**src/rtl/muldiv_unit.sv**
```systemverilog
// Iterative signed/unsigned multiply/divide unit with HI/LO result registers.
// Latency: done is raised at the (WIDTH+1)th edge after start is accepted (1st edge for divide-by-zero).
// Backpressure: start is ignored while busy=1 and in the cycle done=1, so requests are never queued.
// Ports:
//   clk, reset            clock and synchronous active-high reset
//   start, op, a_in, b_in request; op 00 MULT, 01 MULTU, 10 DIV, 11 DIVU
//   busy, done, div_zero  status; done and div_zero are single-cycle pulses
//   hi_out, lo_out        MULT: product upper/lower half; DIV: remainder/quotient
module muldiv_unit #(
  parameter int WIDTH = 32
) (
  input  logic             clk,
  input  logic             reset,
  input  logic             start,
  input  logic [1:0]       op,
  input  logic [WIDTH-1:0] a_in,
  input  logic [WIDTH-1:0] b_in,
  output logic             busy,
  output logic             done,
  output logic             div_zero,
  output logic [WIDTH-1:0] hi_out,
  output logic [WIDTH-1:0] lo_out
);

  localparam int CW = (WIDTH > 1) ? $clog2(WIDTH) : 1;
  localparam int W2 = 2 * WIDTH;

  typedef enum logic [1:0] {S_IDLE, S_RUN, S_FIN} state_t;

  state_t            state_q, state_d;
  logic [CW-1:0]     cnt_q, cnt_d;
  logic [W2-1:0]     acc_q, acc_d;      // mult: {partial, multiplier}; div: {remainder, quotient}
  logic [WIDTH-1:0]  mb_q, mb_d;        // magnitude of b (multiplicand added / divisor)
  logic              is_div_q, is_div_d;
  logic              neg_q, neg_d;      // product/quotient must be negated
  logic              rneg_q, rneg_d;    // remainder takes the dividend's sign
  logic              dz_q, dz_d;
  logic              done_q, done_d;
  logic              div_zero_q, div_zero_d;
  logic [WIDTH-1:0]  hi_q, hi_d;
  logic [WIDTH-1:0]  lo_q, lo_d;

  // Operand conditioning at acceptance; unsigned ops never flag a sign.
  logic             a_neg, b_neg, accept;
  logic [WIDTH-1:0] a_mag, b_mag;
  assign a_neg  = ~op[0] & a_in[WIDTH-1];
  assign b_neg  = ~op[0] & b_in[WIDTH-1];
  assign a_mag  = a_neg ? -a_in : a_in;
  assign b_mag  = b_neg ? -b_in : b_in;
  // A request in the done cycle is dropped; it is taken at the following edge.
  assign accept = (state_q == S_IDLE) && start && !done_q;

  // Shift-add step: conditionally add into the upper half, then shift the whole accumulator right.
  logic [WIDTH:0]  mul_sum;
  logic [W2-1:0]   mul_next;
  assign mul_sum  = {1'b0, acc_q[W2-1:WIDTH]} + {1'b0, (acc_q[0] ? mb_q : {WIDTH{1'b0}})};
  assign mul_next = {mul_sum, acc_q[WIDTH-1:1]};

  // Restoring divide step: shift the next dividend bit into the remainder, subtract if it fits.
  // The shifted remainder needs WIDTH+1 bits; after a successful subtract it is below the divisor again.
  logic [WIDTH:0]   rem_sh;
  logic [WIDTH-1:0] rem_sub;
  logic             div_ge;
  logic [W2-1:0]    div_next;
  assign rem_sh   = acc_q[W2-1:WIDTH-1];
  assign div_ge   = rem_sh >= {1'b0, mb_q};
  assign rem_sub  = rem_sh[WIDTH-1:0] - mb_q;
  assign div_next = div_ge ? {rem_sub, acc_q[WIDTH-2:0], 1'b1}
                           : {rem_sh[WIDTH-1:0], acc_q[WIDTH-2:0], 1'b0};

  // Sign fix-up of the magnitude results.
  logic [W2-1:0]    prod;
  logic [WIDTH-1:0] quo, rem;
  assign prod = neg_q  ? -acc_q : acc_q;
  assign quo  = neg_q  ? -acc_q[WIDTH-1:0] : acc_q[WIDTH-1:0];
  assign rem  = rneg_q ? -acc_q[W2-1:WIDTH] : acc_q[W2-1:WIDTH];

  always_comb begin
    state_d    = state_q;
    cnt_d      = cnt_q;
    acc_d      = acc_q;
    mb_d       = mb_q;
    is_div_d   = is_div_q;
    neg_d      = neg_q;
    rneg_d     = rneg_q;
    dz_d       = dz_q;
    hi_d       = hi_q;
    lo_d       = lo_q;
    done_d     = 1'b0;
    div_zero_d = 1'b0;
    case (state_q)
      S_IDLE: begin
        if (accept) begin
          is_div_d = op[1];
          neg_d    = a_neg ^ b_neg;
          rneg_d   = a_neg;
          mb_d     = b_mag;
          acc_d    = {{WIDTH{1'b0}}, a_mag};
          cnt_d    = '0;
          if (op[1] && (b_in == '0)) begin
            dz_d    = 1'b1;
            state_d = S_FIN;
          end else begin
            dz_d    = 1'b0;
            state_d = S_RUN;
          end
        end
      end
      S_RUN: begin
        acc_d = is_div_q ? div_next : mul_next;
        cnt_d = cnt_q + CW'(1);
        if (cnt_q == CW'(WIDTH - 1)) state_d = S_FIN;
      end
      S_FIN: begin
        done_d     = 1'b1;
        div_zero_d = dz_q;
        if (!dz_q) begin
          if (is_div_q) begin
            hi_d = rem;
            lo_d = quo;
          end else begin
            {hi_d, lo_d} = prod;
          end
        end
        state_d = S_IDLE;
      end
      default: state_d = S_IDLE;
    endcase
  end

  always_ff @(posedge clk) begin
    if (reset) begin
      state_q    <= S_IDLE;
      cnt_q      <= '0;
      acc_q      <= '0;
      mb_q       <= '0;
      is_div_q   <= 1'b0;
      neg_q      <= 1'b0;
      rneg_q     <= 1'b0;
      dz_q       <= 1'b0;
      done_q     <= 1'b0;
      div_zero_q <= 1'b0;
      hi_q       <= '0;
      lo_q       <= '0;
    end else begin
      state_q    <= state_d;
      cnt_q      <= cnt_d;
      acc_q      <= acc_d;
      mb_q       <= mb_d;
      is_div_q   <= is_div_d;
      neg_q      <= neg_d;
      rneg_q     <= rneg_d;
      dz_q       <= dz_d;
      done_q     <= done_d;
      div_zero_q <= div_zero_d;
      hi_q       <= hi_d;
      lo_q       <= lo_d;
    end
  end

  assign busy     = (state_q != S_IDLE);
  assign done     = done_q;
  assign div_zero = div_zero_q;
  assign hi_out   = hi_q;
  assign lo_out   = lo_q;

endmodule

```
**config.mk**
```make
export PLATFORM = sky130hd
export DESIGN_NAME = muldiv_unit
export DESIGN_NICKNAME = d
export VERILOG_FILES = /design/src/rtl/muldiv_unit.sv
export SDC_FILE = /design/constraint.sdc
export NUM_CORES = 1
export LEC_CHECK = 0
export CAP_MARGIN = 20
export CORE_ASPECT_RATIO = 1.1
export CORE_UTILIZATION = 56
export DETAILED_ROUTE_END_ITERATION = 12
export DONT_BUFFER_PORTS = 1
export PLACE_DENSITY = 0.71
export REMOVE_ABC_BUFFERS = 1
export SETUP_SLACK_MARGIN = 0.5
export SYNTH_ARGS = -nofsm -noshare
export SYNTH_HDL_FRONTEND = slang
export SYNTH_SLANG_ARGS = --single-unit
```
**constraint.sdc**
```tcl
create_clock -name clk -period 3.6 [get_ports clk]
set_input_delay 0.54 -clock clk [delete_from_list [all_inputs] [get_ports clk]]
set_output_delay 0.54 -clock clk [all_outputs]
set_load 0.03 [all_outputs]
```
==> results.toml <==
[worst_setup_path]
required_ns = 3.92
reg2reg_slack_ns = 0.51
worst-setup-path-type = "flop to flop"
crit_path_start_kind = "flop"
ff2ff_path_depth = 9
cp.arrival_ns = 3.41
reg2reg_to = "hi_out[21]$_SDFFE_PP0P_"
crit_fanout = 5
r2r_start = "acc_q[7]$_SDFFE_PP0P_"
cp-end-kind = "flop"

[drt]
viasPerCell = 6.56
drtIter0Drc = 1376
vias = 13900
detail_route.wl_per_cell_um = 21.4
wl_mm = 45.4
drc = 0
ant_nets = 0
firstDrtPassIters = 7

[die]
pin_count = 136
die-area_um2 = 25100
start_util_pct = 57.5
fp-row-count = 59
core_area_um2 = 23800
die_w_um = 151
die_h_um = 166

[sta]
fin_skew_ns = 0.0169
slew_headroom_pct = 41.3
rsz0062_at_grt = "true"
timing.final.crit_share_pct = 85.7
finalHoldViolCount = 0
period_minus_slack_ns = 3.09
worstMarginPinSlew_ns = 0.877
setup_viol_count_final = 0
finalMaxSlewViolations = 0
clock.fmax_ghz = 0.324
fin_tns_setup_ns = 0

[placement]
gp_congestion = 0.994
dpl_cell_area_um2 = 14100
portBuffers = 0
dp_hpwl_mm = 33.7

[finish]
diodes = 0
final_area_um2 = 15000
layout.nets = 1944
layout-drive-gt1-share_pct = 9.91
synthToLayoutAreaGrowth_pct = 9.54

[clock_tree]
clkTransAtPathRegs_ns = 0.08
cts_tree = "done"
cts_root_buffer = "clkbuf_16"
cts_sinks = 173
clock_latency_ns = 0.45
htreeDepth = 4
ctsLongestPathBuffers = 2
numCtsBuffers = 17
postCtsHoldBufs = 0

[outcome]
status = "finished clean"

[global_route]
grt.overflow.total = 0
grt_pass1_wl_mm = 70.0
grt_use_total_pct = 35.6
grt_max_degree = 159
busiest_layer = "met2"
grt_util_met2_pct = 54.6
grt_pass1_vias = 12600
grtUsageMet3_pct = 5.85
met1_usage_pct = 50.7
grt_antenna_before_repair = 0

[run]
cap_violations = 0

[pwr]
irDropWorstVdd_v = 0.000278
p_leak_nw = 5.61
cellPowerDensity_nw_per_um2 = 360
p_total_mw = 5.41

[yosys]
syn_avg_cell_area_um2 = 7.48
ys_seq_area_share_pct = 25.2
async_flop_share_pct = 0
ys_seq_elements = 173
ys.warnings.count = 0
synth_cell_types = 81
synth_edf_count = 0
netlist_instances = 1835
syn_area_um2 = 13700
yosys_most_used_dff = "dfxtp_1"

[worst_hold_path]
min_to = "mb_q[14]$_SDFFE_PP0P_"
hp-class = "input port to flop"
hp-start = "reset"
whs_path_depth = 1
report_power, final:
group / internal (mW) / switching, mW
logic: 0.539 / 0.860
clock network: 0.940 / 0.967
registers: 2.00 / 0.111
Yosys cell counts (all sizes together), types with 8 or more instances:
master | instances | area [µm²]
o221ai | 9 | 78.8
ha | 70 | 876
dfxtp | 173 | 3460
o41ai | 8 | 77.6
a22oi | 13 | 97.6
nand2 | 138 | 518
a311oi | 9 | 78.8
nor2b | 15 | 93.8
o21ai | 115 | 576
o31ai | 21 | 163
nand3b | 23 | 173
a21oi | 150 | 754
and2 | 13 | 81.3
a21o | 24 | 181
mux2i | 50 | 500
nor3 | 49 | 257
inv | 67 | 251
nand4 | 19 | 125
clkbuf | 123 | 464
o211ai | 11 | 82.6
a211oi | 119 | 893
a31oi | 16 | 100
or4 | 15 | 128
nor2 | 228 | 856
and3 | 10 | 62.6
xor2 | 74 | 648
o21bai | 10 | 75.1
xnor2 | 83 | 727
nor4 | 25 | 184
or3 | 18 | 118
nand3 | 30 | 150
nand2b | 18 | 113
flip-flops by register name, summed over array words and instances (netlist names):
register	cells
cnt_q	5
hi_out	32
state_q	2
is_div_q	1
dz_q	1
neg_q	1
rneg_q	1
done	1
lo_out	32
acc_q	64
mb_q	32
div_zero	1
layout make-up:
cell class,instances,area (µm²)
multi-input cells,1465,9700
fillers,2170,8810
flip-flops and latches,173,3480
repair buffers,77,607
clock buffers,18,429
well taps,305,382
inverters,67,255
clock inverters,14,166
repair inverters,2,15.0
placed cells by master (no fill, tap or decap), types with 13 or more instances in the layout:
cell type,n
a211oi_1,116
a21o_1,23
a21oi_1,140
a22oi_1,13
a31oi_1,15
buf_4,74
clkbuf_16,17
dfxtp_1,167
ha_1,69
inv_1,66
mux2i_1,50
nand2_1,138
nand2b_1,18
nand3_1,30
nand3b_1,23
nand4_1,18
nor2_1,224
nor2b_1,14
nor3_1,47
nor4_1,19
o21ai_0,104
o31ai_1,20
or3_1,16
xnor2_1,83
xor2_1,74
how the worst max path moves through the flow:
stage	from	endpoint	slack, ns	depth (start not counted)
2_1_floorplan	state_q[1]$_SDFFE_PP0P_	acc_q[61]$_SDFFE_PP0P_	-2.61	7
3_3_place_gp	acc_q[0]$_SDFFE_PP0P_	acc_q[59]$_SDFFE_PP0P_	0.21	11
3_5_place_dp	acc_q[0]$_SDFFE_PP0P_	acc_q[55]$_SDFFE_PP0P_	0.19	11
4_1_cts	acc_q[32]$_SDFFE_PP0P_	acc_q[59]$_SDFFE_PP0P_	0.47	11
5_1_grt	acc_q[7]$_SDFFE_PP0P_	hi_out[29]$_SDFFE_PP0P_	0.45	9
6_report	acc_q[7]$_SDFFE_PP0P_	hi_out[21]$_SDFFE_PP0P_	0.51	9
logic make-up after synthesis:
family | count (synthesis) | share of synthesized area [%]
and+or+nand+nor | 620 | 22.0
AOI/OAI and AO/OA | 565 | 26.8
buffers and inverters | 197 | 5.57
DFF | 173 | 25.2
xor gates and xnor gates | 157 | 10.0
adders and majority gates | 72 | 6.67
muxes | 51 | 3.73
stage by stage:
step	util, %	setup slack (ns)	std cells	hold slack (ns)
5_1_grt	63.0	0.451	2121	0.161
3_5_place_dp	59.2	0.191	2074	0.462
2_1_floorplan	-	-2.61	1705	0.426
3_3_place_gp	59.1	0.209	2073	0.445
6_report	63.0	0.514	2121	0.165
4_1_cts	62.0	0.467	2110	0.174
critical path, cell delays in order, from the launching register on:
cell and delay, ns:
dfxtp_4 0.36, or4_4 0.56, or4_4 0.45, nor4_4 0.37, nand4_2 0.19, o31a_1 0.36
buf_4 0.17, o21ai_1 0.16, xor2_1 0.25, a211oi_1 0.11
layer usage:
metal / vias to the layer above / routed length [µm]
met5: - / 0
li1: 6620 / -
met2: 625 / 20100
met4: 0 / 1290
met3: 91 / 3670
met1: 6586 / 20400
repair_timing:
item                                    CTS  global route
endpoints found under the setup margin   33            42
gates resized for setup                  18            38
buffers inserted                          2            11
pin swaps                                 4            11
cloned                                    2             0
No activity file was read; power rests on OpenSTA's default activity.
